## src/rtl/pmem_arbiter.sv

```systemverilog
// pmem_arbiter: shares one line-wide physical-memory port between the L1
// instruction cache and the L1 data cache. Grants one requester at a time in
// round-robin order, latches the winner's command until pmem_resp, and routes
// the completion back to the owner only.
module pmem_arbiter #(
  parameter int ADDR_WIDTH = 16,
  parameter int LINE_WIDTH = 128
) (
  input  logic                  clk,
  input  logic                  rst,

  input  logic [ADDR_WIDTH-1:0] i_pmem_address,
  input  logic                  i_pmem_read,
  input  logic                  i_pmem_write,
  input  logic [LINE_WIDTH-1:0] i_pmem_wdata,
  output logic [LINE_WIDTH-1:0] i_pmem_rdata,
  output logic                  i_pmem_resp,

  input  logic [ADDR_WIDTH-1:0] d_pmem_address,
  input  logic                  d_pmem_read,
  input  logic                  d_pmem_write,
  input  logic [LINE_WIDTH-1:0] d_pmem_wdata,
  output logic [LINE_WIDTH-1:0] d_pmem_rdata,
  output logic                  d_pmem_resp,

  output logic [ADDR_WIDTH-1:0] pmem_address,
  output logic [LINE_WIDTH-1:0] pmem_wdata,
  output logic                  pmem_read,
  output logic                  pmem_write,
  input  logic [LINE_WIDTH-1:0] pmem_rdata,
  input  logic                  pmem_resp,

  output logic [1:0]            owner
);

  typedef enum logic [1:0] {
    IDLE    = 2'b00,
    SERVE_I = 2'b01,
    SERVE_D = 2'b10
  } state_t;

  typedef enum logic {
    GRANT_I = 1'b0,
    GRANT_D = 1'b1
  } grant_t;

  state_t state;
  grant_t last_grant;

  logic i_active;
  logic d_active;
  logic pick_i;
  logic pick_d;

  assign i_active = i_pmem_read | i_pmem_write;
  assign d_active = d_pmem_read | d_pmem_write;

  // Round-robin pick: a lone requester wins; on a tie the one not served last wins.
  assign pick_i = i_active & (~d_active | (last_grant == GRANT_D));
  assign pick_d = d_active & ~pick_i;

  // Arbitration FSM with the latched memory command as registered outputs.
  always_ff @(posedge clk) begin
    // NOTE: every register in this block is assigned with <= so all of them
    // see the pre-edge values; a blocking = here would let later statements
    // observe freshly updated state and break the FSM's edge semantics.
    if (rst) begin
      state        <= IDLE;
      last_grant   <= GRANT_D;
      pmem_read    <= 1'b0;
      pmem_write   <= 1'b0;
      pmem_address <= '0;
      pmem_wdata   <= '0;
    end else begin
      case (state)
        IDLE: begin
          if (pick_i) begin
            state        <= SERVE_I;
            last_grant   <= GRANT_I;
            pmem_address <= i_pmem_address;
            pmem_wdata   <= i_pmem_wdata;
            pmem_write   <= i_pmem_write;
            // Write takes precedence when a cache raises both strobes.
            pmem_read    <= i_pmem_read & ~i_pmem_write;
          end else if (pick_d) begin
            state        <= SERVE_D;
            last_grant   <= GRANT_D;
            pmem_address <= d_pmem_address;
            pmem_wdata   <= d_pmem_wdata;
            pmem_write   <= d_pmem_write;
            pmem_read    <= d_pmem_read & ~d_pmem_write;
          end
        end
        SERVE_I, SERVE_D: begin
          // Command stays frozen until memory completes, even if the owner
          // has dropped its request in the meantime.
          if (pmem_resp) begin
            state      <= IDLE;
            pmem_read  <= 1'b0;
            pmem_write <= 1'b0;
          end
        end
        default: state <= IDLE;
      endcase
    end
  end

  // Completion goes only to the current owner, and only while it still asks.
  assign i_pmem_resp = pmem_resp & (state == SERVE_I) & i_active;
  assign d_pmem_resp = pmem_resp & (state == SERVE_D) & d_active;

  // Read data is broadcast; the resp lines qualify it.
  assign i_pmem_rdata = pmem_rdata;
  assign d_pmem_rdata = pmem_rdata;

  assign owner = {state == SERVE_D, state == SERVE_I};

endmodule

```

## config.mk

```make
export PLATFORM = sky130hd
export DESIGN_NAME = pmem_arbiter
export DESIGN_NICKNAME = d
export VERILOG_FILES = /design/src/rtl/pmem_arbiter.sv
export SDC_FILE = /design/constraint.sdc
export NUM_CORES = 1
export LEC_CHECK = 0
export ABC_AREA = 0
export BUFFER_PORTS_ARGS = -buffer_cell sky130_fd_sc_hd__clkbuf_2
export CAP_MARGIN = 15
export CORE_AREA = 4 4 323 325
export DETAILED_ROUTE_END_ITERATION = 7
export DIE_AREA = 0 0 327 329
export GPL_TIMING_DRIVEN = 0
export SLEW_MARGIN = 0
export SYNTH_ARGS = -nofsm -noshare
export SYNTH_HDL_FRONTEND = slang
export SYNTH_SLANG_ARGS = --single-unit
export TNS_END_PERCENT = 50
```

## constraint.sdc

```tcl
create_clock -name clk -period 3.52 [get_ports clk]
set_clock_uncertainty 0.15 [all_clocks]
set_input_delay 0.704 -clock clk [delete_from_list [all_inputs] [get_ports clk]]
set_output_delay 0.704 -clock clk [all_outputs]
set_load 0.005 [all_outputs]
```

==> qor.yml <==
status: "complete, no violations"
die_y_um: 329
p_per_area_mw_per_mm2: 537
drt-wirelength-per-cell_um: 21.9
worstHoldPathType: "in2reg"
max_cap_violations: 0
crit_required_ns: 3.69
hold_end: "pmem_wdata[121]$_SDFFE_PP0P_"
cts-htree-levels: 4
setup_viol: 0
drive_gt1_share_pct: 62.5
ant_nets: 0
rr_worst_depth: 6
vias_per_cell: 3.24
fin_crit_ns: 2.91
r2r-start: "state[0]$_SDFFE_PP0P_"
slew_viol_final: 0
holdPathStages: 3
start_util_pct: 8.84
r2r-end: "pmem_wdata[110]$_SDFFE_PP0P_"
avgSynthCellArea_um2: 8.14
wl_um: 70300
reg2reg_slack_ns: 0.61
grt_pass1_vias: 10400
area_growth_pct: 64.6
slew-limit-headroom_pct: 21.6
synth_area_mm2: 0.00896
clk_pin_slew_ns: 0.08
ys_ff_latch: 149
ys_top_cells_by_area: "dfxtp_1 33%, buf_4 22%, nand2_1 10%"
rsz0062_at_grt: "no"
drc: 0
yosysTopAreaCell: "dfxtp_1"
fp.dieW_um: 327
cts-resized-gates: 0
gp_congestion: 0.933
grt_max_degree: 17
numCtsBuffers: 17
finalCritPeriodShare_pct: 82.6
syn_inst: 1102
grt_use_total_pct: 12.5
die_area_mm2: 0.108
grt_overflow: 0
synth_top_area_share_pct: 33.3
hpwl_um: 61700
yosysWarnings: 0
fin_ws_ns: 0.614
worst_pin_slew_ns: 1.18
synth_nets: 1528
cts_buffer_depth: 2
place_area_mm2: 0.0142
hold_violations: 0
cellLeakagePower_nw: 7.30
io_pins: 829
num-nets-final: 2247
clk_latency_ns: 0.49
firstDrtPassIters: 5
peakVddDrop_uv: 301
cts_sinks: 149
io_buffers: 699
cts-root-buf: "clkbuf_16"
startpoint_type: "register"
rows: 117
synth.distinct_cells: 29
post_cts_buffers: 0
fmax_mhz: 344
num_vias: 10400
postCtsHoldBufs: 0
critPathArrivalTime_ns: 3.08
critPathMaxFanout: 12
place_ws_ns: 0.0391
drtIter0Drc: 429
endpoint_kind: "register"
yosysSeqAreaShare_pct: 33.3
core_region_area_mm2: 0.101
crit_type: "reg2reg"
cts_tree: "yes"
worstHoldStart: "i_pmem_wdata[121]"
design_area_mm2: 0.0148
grt_pass1_wl_um: 90000
antenna_found_initial: 28
cell families (layout without fill, tap and decap cells):
family	after synthesis	after routing	synth area share, %
and+or+nand+nor	448	448	20.6
buffers and inverters	343	1075	26.9
AOI/OAI and AO/OA	159	159	18.8
DFF	149	149	33.3
adders and majority gates	3	3	0.419
other	0	10	0
cell usage after synthesis, drive strengths merged:
master / n
nand2b: 2
and2: 1
buf: 312
a2bb2oi: 1
a311oi: 144
a32o: 1
nand2: 293
o21ai: 3
a22oi: 1
o21bai: 1
inv: 6
nor4: 1
nor2b: 2
o32ai: 3
or2: 1
o311ai: 1
nor2: 146
ha: 3
clkbuf: 25
a21oi: 2
dfxtp: 149
and3: 1
nor3b: 1
a211o: 2
stage by stage:
stage                     utilization (%)  cells  TNS (ns)  hold WS, ns  power [W]
after floorplan                         -   1102         0        0.321    0.00425
after global placement               14.0   3169    -31.49        0.325    0.00615
after detailed placement             14.0   3169         0        0.331    0.00619
after CTS                            14.5   3201         0        0.220    0.00815
after global routing                 14.5   3204         0        0.254    0.00846
final                                14.5   3212         0        0.291    0.00792
layer usage:
| layer | global-route usage (%) | routed length, µm | up-vias | share of wire [%] |
|---|---|---|---|---|
| li1 | - | - | 4916 | - |
| met1 | 15.5 | 29900 | 4867 | 42 |
| met2 | 20.2 | 32700 | 547 | 47 |
| met3 | 5.06 | 6490 | 57 | 9.2 |
| met4 | 3.16 | 1070 | 18 | 1.5 |
| met5 | 0 | 122 | - | 0.17 |
final cells by class:
| type | count | area [µm²] |
|---|---|---|
| Clock inverter | 15 | 120 |
| Fill cell | 11800 | 86700 |
| Timing Repair Buffer | 700 | 3510 |
| Inverter | 6 | 22.5 |
| Buffer | 337 | 2390 |
| Tap cell | 1368 | 1710 |
| Clock buffer | 17 | 425 |
| Sequential cell | 149 | 2980 |
| Multi-Input combinational cell | 610 | 3570 |
| Antenna cell | 10 | 25.0 |
power by group:
group / leakage, nW / switching (W) / total (W) / internal [W]
registers: 1.24 / 0.000274 / 0.00243 / 0.00216
logic: 5.79 / 0.00222 / 0.00361 / 0.00139
clock network: 0.267 / 0.000962 / 0.00188 / 0.000917
state kept, by name, indices dropped and copies added, names as in the netlist:
| register | flops |
|---|---|
| state | 2 |
| last_grant | 1 |
| pmem_read | 1 |
| pmem_write | 1 |
| pmem_address | 16 |
| pmem_wdata | 128 |
critical path, cell delays in order, from the launching register on:
cell	delay [ns]
dfxtp_1	0.33
inv_1	0.09
ha_1	0.26
nor2b_2	0.22
buf_2	0.54
clkbuf_1	0.92
a311oi_1	0.20
worst max-delay path by stage:
stage / from / to / slack, ns / cells after the start
after floorplan: i_pmem_read / i_pmem_resp / 1.55 / 2
after global placement: rst / pmem_wdata[85]$_SDFFE_PP0P_ / -0.56 / 4
after detailed placement: rst / pmem_wdata[81]$_SDFFE_PP0P_ / 0.04 / 4
after CTS: rst / pmem_wdata[81]$_SDFFE_PP0P_ / 0.62 / 4
after global routing: state[0]$_SDFFE_PP0P_ / pmem_wdata[110]$_SDFFE_PP0P_ / 0.57 / 6
final: state[0]$_SDFFE_PP0P_ / pmem_wdata[110]$_SDFFE_PP0P_ / 0.61 / 6
layout by cell type (no fill, tap or decap), types with 6 or more instances in the layout:
cell type | netlist | final
dfxtp_1 | 149 | 149
buf_2 | 49 | 49
nand2_1 | 243 | 243
clkbuf_2 | 0 | 700
clkbuf_16 | 0 | 17
inv_1 | 6 | 6
nand2_2 | 50 | 50
buf_12 | 6 | 6
a311oi_2 | 50 | 50
inv_6 | 0 | 6
clkbuf_1 | 25 | 24
a311oi_1 | 94 | 94
nor2_1 | 146 | 146
diode_2 | 0 | 10
buf_4 | 257 | 257
Note: power is estimated with default switching activity, not from simulation.
